--- src/rtl/cbud_timer_ctrl.sv ---
// rtl/cbud_timer_ctrl.sv - interval-timer sequencer for a CBUD-style up/down counter chain
//
// Drives the counter's control pins (LD/D, EN, DNUP, CAI, CS) and watches its
// Q and CAO to build a one-shot or periodic timer with a prescaled carry-in,
// pause, sticky interrupt and overrun flag.
//
// Optional feature macro: CBUD_TIMER_CAPTURE_EN (adds SNAP, CAPT, CAPT_VLD).
//
// Ports:
//   CLK       in   clock, rising edge
//   CDN       in   asynchronous active-low reset
//   START     in   host pulse: begin (or restart) a timing run
//   STOP      in   host pulse: abort and clear the counter
//   HOLD      in   level: pause counting
//   PERIODIC  in   level: 1 = auto-reload on terminal count, 0 = one-shot
//   DIR       in   direction, 0 = up, 1 = down; sampled on START
//   RELOAD    in   [WIDTH] load value
//   IRQ_ACK   in   host pulse: clear IRQ and OVR (and CAPT_VLD)
//   Q         in   [WIDTH] counter outputs
//   CAO       in   counter carry-out (terminal count)
//   LD        out  counter parallel load
//   D         out  [WIDTH] counter load data (RELOAD)
//   EN        out  counter enable
//   DNUP      out  counter direction
//   CAI       out  counter carry-in (prescaled tick)
//   CS        out  counter synchronous clear
//   BUSY      out  controller not idle
//   IRQ       out  sticky terminal-count flag
//   OVR       out  terminal count while IRQ already set
//   SNAP      in   (capture build) capture Q into CAPT
//   CAPT      out  (capture build) [WIDTH] captured count
//   CAPT_VLD  out  (capture build) CAPT holds a fresh value

module cbud_timer_ctrl #(
    parameter int WIDTH    = 8,
    parameter int PRESCALE = 4,
    parameter int PS_W     = 16
) (
    input  logic             CLK,
    input  logic             CDN,
    input  logic             START,
    input  logic             STOP,
    input  logic             HOLD,
    input  logic             PERIODIC,
    input  logic             DIR,
    input  logic [WIDTH-1:0] RELOAD,
    input  logic             IRQ_ACK,
    input  logic [WIDTH-1:0] Q,
    input  logic             CAO,
`ifdef CBUD_TIMER_CAPTURE_EN
    input  logic             SNAP,
    output logic [WIDTH-1:0] CAPT,
    output logic             CAPT_VLD,
`endif
    output logic             LD,
    output logic [WIDTH-1:0] D,
    output logic             EN,
    output logic             DNUP,
    output logic             CAI,
    output logic             CS,
    output logic             BUSY,
    output logic             IRQ,
    output logic             OVR
);

    typedef enum logic [2:0] {
        S_IDLE  = 3'd0,
        S_CLEAR = 3'd1,
        S_LOAD  = 3'd2,
        S_RUN   = 3'd3,
        S_PAUSE = 3'd4
    } state_t;

    localparam logic [PS_W-1:0] PS_LAST = PS_W'(PRESCALE - 1);
    localparam logic [PS_W-1:0] PS_ONE  = PS_W'(1);

    state_t          state;
    state_t          state_nxt;
    logic [PS_W-1:0] ps;
    logic [PS_W-1:0] ps_nxt;

    logic ld_q;
    logic en_q;
    logic cai_q;
    logic cs_q;
    logic dnup_q;
    logic busy_q;
    logic irq_q;
    logic ovr_q;

    // Terminal event: the counter wrapped while we were running. STOP in the
    // same cycle wins, so the event is suppressed entirely.
    logic term;
    assign term = (state == S_RUN) && CAO && !STOP;

    // Next-state logic. STOP beats everything, then restart, then terminal.
    always_comb begin
        state_nxt = state;
        if (STOP) begin
            state_nxt = S_CLEAR;
        end else begin
            unique case (state)
                S_IDLE: begin
                    if (START) state_nxt = S_LOAD;
                end
                S_CLEAR: begin
                    state_nxt = S_IDLE;
                end
                S_LOAD: begin
                    state_nxt = S_RUN;
                end
                S_RUN: begin
                    if (START)                 state_nxt = S_LOAD;
                    else if (term && !PERIODIC) state_nxt = S_IDLE;
                    else if (HOLD)             state_nxt = S_PAUSE;
                end
                S_PAUSE: begin
                    if (START)      state_nxt = S_LOAD;
                    else if (!HOLD) state_nxt = S_RUN;
                end
                default: begin
                    state_nxt = S_IDLE;
                end
            endcase
        end
    end

    // Prescaler: cleared on LOAD, counts and wraps only while RUN, and holds
    // its value everywhere else so a pause resumes mid-period.
    always_comb begin
        ps_nxt = ps;
        if (state == S_LOAD) begin
            ps_nxt = '0;
        end else if (state == S_RUN) begin
            ps_nxt = (ps == PS_LAST) ? '0 : ps + PS_ONE;
        end
    end

    // Control outputs are registered from the next state / next prescaler so
    // that each one is valid for exactly the cycle its state is occupied.
    always_ff @(posedge CLK or negedge CDN) begin
        if (!CDN) begin
            state  <= S_IDLE;
            ps     <= '0;
            ld_q   <= 1'b0;
            en_q   <= 1'b0;
            cai_q  <= 1'b0;
            cs_q   <= 1'b0;
            dnup_q <= 1'b0;
            busy_q <= 1'b0;
            irq_q  <= 1'b0;
            ovr_q  <= 1'b0;
        end else begin
            state  <= state_nxt;
            ps     <= ps_nxt;
            ld_q   <= (state_nxt == S_LOAD);
            en_q   <= (state_nxt == S_RUN) || (state_nxt == S_PAUSE);
            cai_q  <= (state_nxt == S_RUN) && (ps_nxt == PS_LAST);
            cs_q   <= (state_nxt == S_CLEAR);
            busy_q <= (state_nxt != S_IDLE);

            // LOAD is only ever entered from an accepted START.
            if (state_nxt == S_LOAD) begin
                dnup_q <= DIR;
            end

            // Set has priority over acknowledge for both flags.
            if (term) begin
                irq_q <= 1'b1;
            end else if (IRQ_ACK) begin
                irq_q <= 1'b0;
            end

            if (term && irq_q) begin
                ovr_q <= 1'b1;
            end else if (IRQ_ACK) begin
                ovr_q <= 1'b0;
            end
        end
    end

`ifdef CBUD_TIMER_CAPTURE_EN
    logic [WIDTH-1:0] capt_q;
    logic             capt_vld_q;

    // A terminal event captures the pre-reload count, as does a host SNAP.
    always_ff @(posedge CLK or negedge CDN) begin
        if (!CDN) begin
            capt_q     <= '0;
            capt_vld_q <= 1'b0;
        end else begin
            if (SNAP || term) begin
                capt_q     <= Q;
                capt_vld_q <= 1'b1;
            end else if (IRQ_ACK) begin
                capt_vld_q <= 1'b0;
            end
        end
    end

    assign CAPT     = capt_q;
    assign CAPT_VLD = capt_vld_q;
`endif

    // Periodic reload must land in the terminal cycle itself: the counter
    // prefers load over count, so the wrap value is never seen on Q.
    assign LD   = ld_q || (term && PERIODIC);
    assign D    = RELOAD;
    assign EN   = en_q;
    assign DNUP = dnup_q;
    assign CAI  = cai_q;
    assign CS   = cs_q;
    assign BUSY = busy_q;
    assign IRQ  = irq_q;
    assign OVR  = ovr_q;

endmodule

--- config.mk ---
export PLATFORM = sky130hd
export DESIGN_NAME = cbud_timer_ctrl
export DESIGN_NICKNAME = d
export VERILOG_FILES = /design/src/rtl/cbud_timer_ctrl.sv
export SDC_FILE = /design/constraint.sdc
export NUM_CORES = 1
export LEC_CHECK = 0
export ABC_AREA = 0
export ABC_CLOCK_PERIOD_IN_PS = 2510
export CAP_MARGIN = 20
export CORE_MARGIN = 5
export CORE_UTILIZATION = 49
export DETAILED_ROUTE_END_ITERATION = 10
export PLACE_DENSITY = 0.8
export REMOVE_ABC_BUFFERS = 1
export SLEW_MARGIN = 30
export SYNTH_ARGS = -nofsm -noshare
export SYNTH_HDL_FRONTEND = slang
export SYNTH_SLANG_ARGS = --single-unit
export TNS_END_PERCENT = 100
--- constraint.sdc ---
create_clock -name CLK -period 2.51 [get_ports CLK]
set_input_delay 0.502 -clock CLK [delete_from_list [all_inputs] [get_ports CLK]]
set_output_delay 0.502 -clock CLK [all_outputs]
set_load 0.005 [all_outputs]
==> results of run 1 <==
Yosys cell counts, drive strengths merged:
cell and number:
dfrtp 27, nor2 16, buf 14, nand2 10, nand4 8, inv 7, xnor2 7, xor2 7
and4 6, nand3 6, nor3 6, a21oi 5, o21ai 5, nor2b 4, nor4 4, a31oi 3
or3 3, a2111oi 2, a21o 2, a221o 2, clkbuf 2, nor3b 2, o21ba 2, a211o 1
a221oi 1, a22o 1, a32o 1, and2 1, and2b 1, and4b 1, ha 1, mux2 1
nand2b 1, nand3b 1, nand4b 1, nand4bb 1, o221ai 1, o22ai 1, o31ai 1, or2 1
or2b 1, or4b 1
sequential cells by signal, summed over array words and instances (netlist names):
register  count
BUSY          1
CAI           1
CS            1
DNUP          1
EN            1
IRQ           1
OVR           1
ld_q          1
ps           16
state         3
worst paths after layout:
| path | end | depth (start not counted) |
|---|---|---|
| max | LD | 4 |
| min | DNUP | 1 |
| max reg2reg | CAI | 7 |
| min reg2reg | DNUP | 1 |
| max in group asynchronous | state[0] | 2 |
| min in group asynchronous | ps[12] | 2 |
area by class of cell:
class                   count  area, um^2
fillers                   304        1470
clock inverters             1       5.005
inverters                   7       26.28
clock buffers               3       22.52
flip-flops and latches     27       676.9
well taps                  46       57.56
multi-input cells         119       820.8
repair buffers             22       205.2
power breakdown:
group	switching (W)	internal (W)	leakage (nW)	total (W)
clock	0.000121	0.0000596	0.0177	0.000181
combinational	0.0000909	0.0000846	0.415	0.000176
sequential	0.0000325	0.000465	0.363	0.000497
total	0.000244	0.000609	0.795	0.000853
kinds of logic (layout without fill, tap and decap cells):
family                     Yosys count  count (layout)  synth area share, %
AOI/OAI and AO/OA                   28              28                13.07
buffers and inverters               23              33                8.378
and+or+nand+nor                     75              75                28.06
DFF                                 27              27                41.51
xor gates and xnor gates            14              14                7.533
adders and majority gates            1               1               0.7685
muxes                                1               1               0.6917
critical path: stages, from the launching register on:
cell	delay (ns)
dfrtp_1	0.44
nand3b_4	0.24
nor3b_2	0.23
a21o_1	0.14
clkdlybuf4s50_1	0.49
stage by stage:
step                hold WS, ns  std cells
finish                   0.5134        225
global route             0.5466        225
CTS                      0.5177        225
detailed placement       0.4818        221
global placement         0.4755        221
floorplan                0.2064        153
timing repair:
item                                    4_1_cts  5_1_grt
endpoints found under the hold margin         0        0
resized for setup                             1        1
endpoints found under the setup margin        1        1
buffers inserted                              0        0
hold buffers                                  0        0
per-layer routing:
| layer | global-route usage (%) | share of wire, % |
|---|---|---|
| met1 | 20.06 | 42 |
| met3 | 6.489 | 8.8 |
| met4 | 3.291 | 0.75 |
| met2 | 27.70 | 48 |
| met5 | 0 | 0 |
==> key figures, run 1 <==
STA
  – Final Hold Viols: 0
  – Setup total negative slack: 0 ns
  – Worst setup margin: 0.1568 ns
  – Final period util: 93.75%
  – Measured slew at the worst slew-check pin: 0.5207 ns
  – RSZ-0062 raised after global routing: no
  – Tmin final: 2.353 ns
  – Max-slew violations: 0
  – Max_slew headroom: 65.02%
  – Setup-failing EPs final: 0
  – Clock skew: 0.006113 ns
  – Max frequency: 425.0 MHz

Outcome
  – Outcome: complete, no violations

Global route
  – GRT overflow: 0
  – Largest net degree at the start of global routing: 28
  – First-pass GRT wire length: 5823 um
  – Total GRT Usage: 16.53%
  – Vias in the first global route: 1310
  – Initial antenna violation count: 0

Die
  – Die Y-Extent: 67.64 um
  – Initial Util: 49.56%
  – Row cnt: 21
  – Die area: 0.004574 mm^2
  – Ports: 41
  – Die W: 67.64 um
  – Core Region: 0.003284 mm^2

Pwr
  – VDD IR max: 290.8 uV
  – Total power: 0.0008534 W
  – Power per cell area: 470.4 mW/mm^2
  – Static Leak: 0.7953 nW

CTS
  – Worst-Skew Late Latency: 0.32 ns
  – Clock sinks: 27
  – Clk buf depth: 2
  – CTS Buf Count: 3
  – CTS tree: done
  – # H-tree levels: 1
  – Clk slew on worst S/H paths: 0.14 ns
  – Root Buffer: clkbuf_4

Synth
  – Mapped cell area: 0.001628 mm^2
  – #FFs+latches synth: 27
  – Synth unique cells: 48
  – Share of the synthesized area in the top cell type: 41.51%
  – Synth top area cells: dfrtp_1 (42%), buf_4 (6.0%), xnor2_1 (3.8%)
  – Post-synthesis sequential area ratio: 41.51%
  – YS warnings: 0
  – Mapped Avg Cell Area: 9.632 um^2
  – Yosys top cell by area: dfrtp_1
  – Post-synthesis instance total: 169

Place
  – Post-DP HPWL: 2576 um
  – Port Buffers: 16
  – Post-place setup slack: 0.1160 ns
  – Final GP Congestion: 0.9270
  – Placed Area: 0.001780 mm^2

Routing
  – Post-DR vias/cell: 5.858
  – Routed len/inst: 15.44 um
  – Via count: 1318
  – Initial drt markers: 105
  – Post-route DRC: 0
  – Final antenna-violating net count: 0
  – DRT Wirelength: 3474 um
  – DRT Pass-1 Iters: 5

Setup path
  – Crit. End Element: output port
  – Worst Setup SP: state[2]
  – Req. time, crit path: 2.01 ns
  – Worst r2r src: ps[1]
  – Crit Path Max Fanout: 10
  – WS Path Type: reg -> out
  – R2R Setup Slk: 0.20 ns
  – WP data arrival: 1.85 ns
  – CP Launch Type: flip-flop

Final layout
  – ANT cells: 0
  – Fin nets: 206
  – Finished Core Util: 55.24%
  – P&R area growth vs syn: 11.45%
  – Design Area, Final: 0.001814 mm^2
  – Most common cell after layout, fill and taps aside: dfrtp_1
  – Most frequent cells in the layout: dfrtp_1 (26), nor2_1 (16), clkdlybuf4s50_1 (16)
  – Layout cells sized above 1: 12.29%

Worst hold path
  – Min-delay worst type: reg -> reg
  – Hold path start: DNUP

Job
  – Maxcap violations: 0
Power figures use the tool's default switching activity.
==> run 2, diff against run 1 <==
--- a/config.mk
+++ b/config.mk
@@ -6,12 +6,12 @@
 export NUM_CORES = 1
 export LEC_CHECK = 0
 export ABC_AREA = 0
-export ABC_CLOCK_PERIOD_IN_PS = 2510
+export ABC_CLOCK_PERIOD_IN_PS = 2200
 export CAP_MARGIN = 20
 export CORE_MARGIN = 5
-export CORE_UTILIZATION = 49
+export CORE_UTILIZATION = 32
 export DETAILED_ROUTE_END_ITERATION = 10
-export PLACE_DENSITY = 0.8
+export DONT_BUFFER_PORTS = 1
 export REMOVE_ABC_BUFFERS = 1
 export SLEW_MARGIN = 30
 export SYNTH_ARGS = -nofsm -noshare
==> constraint.sdc (replaced) <==
create_clock -name CLK -period 2.2 [get_ports CLK]
set_input_delay 0.44 -clock CLK [delete_from_list [all_inputs] [get_ports CLK]]
set_output_delay 0.44 -clock CLK [all_outputs]
set_load 0.005 [all_outputs]
==> key figures, run 2 (same netlist as run 1, synthesis figures left out) <==
Setup path
  – Req. time, crit path: 2.40 ns (+0.39 ns)
  – Worst-path cell chain: ha_1, and4b_1, nand4_2, a221o_1, a2111oi_2, a31oi_1, nor3_2
  – Reg-to-reg critical path endpoint: CAI
  – Slowest CP cell: a221o_1
  – WP data arrival: 2.32 ns (+0.47 ns)
  – Crit path largest cell delay: 0.38 ns (-0.11 ns)
  – Worst r2r src: ps[1]
  – Crit Path Max Fanout: 4 (-6)
  – R2R depth: 7 (unchanged)
  – CP Launch Type: flip-flop
  – Crit. End Element: flip-flop
  – R2R Setup Slk: 0.09 ns (-0.11 ns)
  – WS Path Type: reg -> reg

Routing
  – Post-route DRC: 0 (unchanged)
  – Final antenna-violating net count: 0 (unchanged)
  – DRT Wirelength: 3505 um (+0.89%)
  – Initial drt markers: 107 (+1.9%)
  – Via count: 1277 (-3.1%)
  – Routed len/inst: 14.42 um (-6.6%)
  – DRT Pass-1 Iters: 4 (-1)
  – Post-DR vias/cell: 5.255 (-10%)

Die
  – Row cnt: 26 (+24%)
  – Initial Util: 32.49% (-17 points)
  – Core Region: 0.005010 mm^2 (+53%)
  – Ports: 41 (unchanged)
  – Die Y-Extent: 81.32 um (+20%)
  – Die W: 81.32 um (+20%)
  – Die area: 0.006613 mm^2 (+45%)

Final layout
  – Largest registers: ps x16, state x3
  – Finished Layout Cells: 243 (+8.0%)
  – Most frequent cells in the layout: dfrtp_1 (27), nor2_1 (16), buf_4 (13)
  – Layout cells sized above 1: 16.76% (+4.5 points)
  – Fin nets: 200 (-2.9%)
  – FILL cells: 536 (+76%)
  – P&R area growth vs syn: 10.91%
  – ANT cells: 0 (unchanged)
  – Most common cell after layout, fill and taps aside: dfrtp_1
  – Top reg by flops: ps
  – Register area: 675.6 um^2 (-0.18%)
  – Max reg flops: 16 (unchanged)
  – Multi-input gate area: 822.0 um^2 (+0.15%)

Global route
  – Initial antenna violation count: 0 (unchanged)
  – Total GRT Usage: 11.44% (-5.1 points)
  – Vias in the first global route: 1250 (-4.6%)
  – First-pass GRT wire length: 5968 um (+2.5%)
  – Largest net degree at the start of global routing: 28 (unchanged)
  – GRT overflow: 0 (unchanged)

STA
  – Tmin final: 2.114 ns
  – Max_slew headroom: 68.11% (+3.1 points)
  – Max-slew violations: 0 (unchanged)
  – Final Hold Viols: 0 (unchanged)
  – Clock skew: 0.001710 ns (-0.004403 ns)
  – Measured slew at the worst slew-check pin: 0.4774 ns (-0.04324 ns)
  – Setup-failing EPs final: 0 (unchanged)
  – Max frequency: 473.0 MHz
  – RSZ-0062 raised after global routing: no
  – Worst setup margin: 0.08588 ns (-0.07091 ns)
  – Final period util: 96.10%
  – Setup total negative slack: 0 ns (unchanged)

CTS
  – Clock sinks: 27 (unchanged)
  – Post-CTS Setup Inserts: 0 (unchanged)
  – Worst-Skew Late Latency: 0.27 ns (-0.05 ns)
  – Clk slew on worst S/H paths: 0.10 ns (-0.04 ns)
  – CTS Buf Count: 3 (unchanged)
  – # H-tree levels: 1 (unchanged)
  – Clk buf depth: 2 (unchanged)
  – CTS tree: done
  – Root Buffer: clkbuf_8

Place
  – Final GP Congestion: 0.8412 (-9.3%)
  – Post-place setup slack: 0.09381 ns (-0.02218 ns)
  – Placed Cells: 237 (+7.2%)
  – Post-DP HPWL: 2609 um (+1.3%)
  – Port Buffers: 0 (-16)

Worst hold path
  – Worst hold path stage count: 0 (-1)
  – Hold path start: STOP
  – Min-delay worst type: in -> reg
  – Hold EP: CS

Pwr
  – Static Leak: 0.8170 nW (+2.7%)
  – Power per cell area: 572.9 mW/mm^2 (+22%)
  – VDD IR max: 386.2 uV (+33%)

Outcome
  – Outcome: complete, no violations

Job
  – Maxcap violations: 0 (unchanged)
run 2: cell count changes in the layout (fill, tap and decap cells not counted), sizes merged:
| cell | delta |
|---|---|
| clkdlybuf4s50 | -16 |
| buf | +9 |
| dlygate4sd3 | +1 |
run 2: worst max path at each step:
stage                     end  cells past startpoint  start
final                     CAI                      7  ps[1]
after global routing      CAI                      7  ps[1]
after CTS                 CAI                      8  ps[0]
after detailed placement  CAI                      8  ps[0]
after global placement    CAI                      8  ps[0]
after floorplan           CAI                      7  ps[0]
run 2: timing repair:
item                       4_1_cts  5_1_grt
hold buffers                     2        0
setup endpoints to repair        0        1
resized for setup                0        1
hold endpoints to repair        27        0
run 2: area by class of cell:
| type | count | area share (%) |
|---|---|---|
| inverters | 7 | 1.455 |
| clock buffers | 3 | 2.287 |
| multi-input cells | 119 | 45.53 |
| well taps | 70 | 4.851 |
| flip-flops and latches | 27 | 37.42 |
| repair buffers | 16 | 8.177 |
| clock inverters | 1 | 0.2772 |
run 2: worst max-delay path: cells and delay by family (launching register included):
| family | cells | cell delay [ns] |
|---|---|---|
| AO/OA/AOI/OAI | 3 | 0.88 |
| flip-flops | 1 | 0.36 |
| adder cells (fa/ha/maj) | 1 | 0.21 |
| AND/OR/NAND/NOR | 3 | 0.59 |
run 2: metal layers:
metal,wire [um],part of all wire [%],vias up,track usage [%]
met4,0,0,0,0.1689
met5,0,0,-,0
li1,-,-,616,-
met3,330,9.4,0,5.987
met1,1550,44,619,14.92
met2,1624,46,42,17.83
run 2: power breakdown:
| part | total, W | internal [W] | switching (W) |
|---|---|---|---|
| logic | 0.000183 | 0.0000792 | 0.000104 |
| clock network | 0.000290 | 0.000127 | 0.000163 |
| registers | 0.000561 | 0.000530 | 0.0000313 |
run 2: through the flow:
step                      util (%)  hold WS, ns  instance area (um^2)   power, W
after global placement       34.39       0.1452                  1723  0.0007399
after floorplan                  -       0.1444                  1518  0.0006667
after global routing         36.04       0.1585                  1805   0.001098
after CTS                    35.91       0.1786                  1799   0.001047
after detailed placement     34.39       0.1452                  1723  0.0007386
final                        36.04       0.1847                  1805   0.001034
==> run 3, diff against run 2 <==
--- a/config.mk
+++ b/config.mk
@@ -8,7 +8,7 @@
 export ABC_AREA = 0
 export ABC_CLOCK_PERIOD_IN_PS = 2200
 export CAP_MARGIN = 20
-export CORE_MARGIN = 5
+export CORE_MARGIN = 10
 export CORE_UTILIZATION = 32
 export DETAILED_ROUTE_END_ITERATION = 10
 export DONT_BUFFER_PORTS = 1
==> key figures, run 3 (same netlist as run 1, synthesis figures left out) <==
Job
  – Maxcap violations: 0 (unchanged)

CTS
  – Post-CTS Setup Inserts: 0 (unchanged)
  – CTS tree: done
  – Clk slew on worst S/H paths: 0.10 ns (about the same)
  – Root Buffer: clkbuf_8
  – Clk buf depth: 2 (unchanged)
  – Clock sinks: 27 (unchanged)
  – CTS Buf Count: 3 (unchanged)
  – Worst-Skew Late Latency: 0.28 ns (about the same)
  – # H-tree levels: 1 (unchanged)

Pwr
  – Power per cell area: 580.8 mW/mm^2 (+1.4%)
  – Sw frac: 29.24% (+0.42 points)
  – Static Leak: 0.7923 nW (-3.0%)
  – VDD IR max: 360.2 uV (-6.7%)
  – Sequential Power Share: 54.2% (about the same)
  – Combinational power share: 17.6% (about the same)
  – Net Sw Power: 0.0003043 W (+2.1%)
  – P_int: 0.0007364 W (about the same)
  – Clock network fraction of design power: 28.2% (about the same)
  – Total power: 0.001041 W (+0.62%)

STA
  – Measured slew at the worst slew-check pin: 0.4703 ns (-0.007111 ns)
  – RSZ-0062 raised after global routing: yes
  – Max_slew headroom: 68.48% (+0.37 points)
  – Clock skew: 0.003496 ns (+0.001786 ns)
  – Max frequency: 478.4 MHz (+1.1%)
  – Final period util: 95.01% (-1.1 points)
  – Final Hold Viols: 0 (unchanged)
  – Setup-failing EPs final: 0 (unchanged)
  – Tmin final: 2.090 ns (-0.02386 ns)
  – Max-slew violations: 0 (unchanged)

Place
  – Placed Area: 0.001707 mm^2 (-0.94%)
  – Post-DP HPWL: 2793 um (+7.0%)
  – Port Buffers: 0 (unchanged)
  – Final GP Congestion: 0.8686 (+3.3%)

Setup path
  – Req. time, crit path: 2.40 ns (about the same)
  – R2R depth: 7 (unchanged)
  – CP Launch Type: flip-flop
  – Crit Path Max Fanout: 3 (-1)
  – Crit. End Element: flip-flop
  – WP data arrival: 2.29 ns (-0.03 ns)
  – WS Path Type: reg -> reg

Routing
  – Routed len/inst: 15.79 um (+9.5%)
  – Post-route DRC: 0 (unchanged)
  – DRT Pass-1 Iters: 4 (unchanged)
  – DRT Wirelength: 3790 um (+8.1%)
  – Final antenna-violating net count: 0 (unchanged)
  – Post-DR vias/cell: 5.283 (+0.54%)
  – Via count: 1268 (-0.70%)
  – Initial drt markers: 87 (-19%)

Worst hold path
  – Worst hold path stage count: 0 (unchanged)
  – Min-delay worst type: in -> reg

Die
  – Die W: 91.32 um (+12%)
  – Core Region: 0.004817 mm^2 (-3.8%)
  – Initial Util: 33.79% (+1.3 points)
  – Die area: 0.008339 mm^2 (+26%)
  – Die Y-Extent: 91.32 um (+12%)
  – Ports: 41 (unchanged)
  – Row cnt: 25 (-3.8%)

Global route
  – Largest net degree at the start of global routing: 28 (unchanged)
  – Total GRT Usage: 9.461% (-2.0 points)
  – GRT overflow: 0 (unchanged)
  – Vias in the first global route: 1348 (+7.8%)
  – Initial antenna violation count: 0 (unchanged)
  – First-pass GRT wire length: 6630 um (+11%)

Final layout
  – Largest registers: ps x16, state x3
  – Max reg flops: 16 (unchanged)
  – Layout cells sized above 1: 18.50% (+1.7 points)
  – Fin nets: 200 (unchanged)
  – ANT cells: 0 (unchanged)
  – Register area: 675.6 um^2 (unchanged)
  – P&R area growth vs syn: 10.07%
  – Top reg by flops: ps
  – FILL cells: 518 (-3.4%)
  – Most common cell after layout, fill and taps aside: dfrtp_1
  – Design Area, Final: 0.001792 mm^2 (-0.76%)
  – Most frequent cells in the layout: dfrtp_1 (27), nor2_1 (16), buf_4 (14)
  – Multi-input gate area: 822.0 um^2 (unchanged)

Outcome
  – Outcome: complete, no violations
## run 3: cell types whose count changed in the layout (fill, tap and decap cells not counted), sizes merged
| cell | delta |
|---|---|
| clkinvlp | +1 |
| clkinv | -1 |
## run 3: layout make-up
class | count | share of cell area, %
Clock inverter | 1 | 0.4190
Tap cell | 67 | 4.679
Multi-Input combinational cell | 119 | 45.88
Inverter | 7 | 1.466
Sequential cell | 27 | 37.71
Timing Repair Buffer | 16 | 7.542
Clock buffer | 3 | 2.304
## run 3: what timing repair did
| action | CTS | global route |
|---|---|---|
| hold buffers | 2 | 0 |
| resized for setup | 0 | 3 |
| setup endpoints to repair | 0 | 2 |
| hold endpoints to repair | 27 | 0 |
## run 3: stage by stage
step / hold slack, ns / worst slack, ns / setup TNS (ns) / cells / util (%)
after floorplan: 0.1444 / 0.1610 / 0 / 153 / -
after global placement: 0.1461 / 0.1389 / 0 / 234 / 35.43
after detailed placement: 0.1462 / 0.07888 / 0 / 234 / 35.43
after CTS: 0.1688 / 0.05631 / 0 / 240 / 37.06
after global routing: 0.1544 / -0.05435 / -0.05435 / 240 / 37.19
final: 0.1819 / 0.1097 / 0 / 240 / 37.19
## run 3: power by group through the flow
| stage | logic (W) | registers, W | clock network [W] |
|---|---|---|---|
| after detailed placement | 0.000166 | 0.000574 | 0 |
| after global routing | 0.000216 | 0.000570 | 0.000330 |
| final | 0.000183 | 0.000564 | 0.000293 |
| after floorplan | 0.0000892 | 0.000578 | 0 |
| after CTS | 0.000183 | 0.000564 | 0.000311 |
| after global placement | 0.000163 | 0.000574 | 0 |
## run 3: per-layer routing
metal  wire length, um  up-vias  global-route usage (%)
met5                 0        -                       0
met1              1680      590                   12.03
met4                26        0                   1.697
li1                  -      615                       -
met2              1645       59                   13.90
met3               438        4                   5.103
## run 3: critical path, cell delays in order, from the launching register on
cell and delay (ns):
dfrtp_1 0.37, ha_2 0.20, and4b_2 0.27, nand4_2 0.12, a221o_1 0.39, a2111oi_2 0.34, a31oi_1 0.15, nor3_2 0.17
## run 3: worst paths after layout
kind / startpoint / to / slack (ns)
setup / recovery: ps[1] / CAI / 0.11
max in group asynchronous: CDN / ps[12] / 1.44
min in group asynchronous: CDN / ps[9] / 0.60
hold reg to reg: IRQ / IRQ / 0.56
setup reg to reg: ps[1] / CAI / 0.11
hold / removal: STOP / CS / 0.18
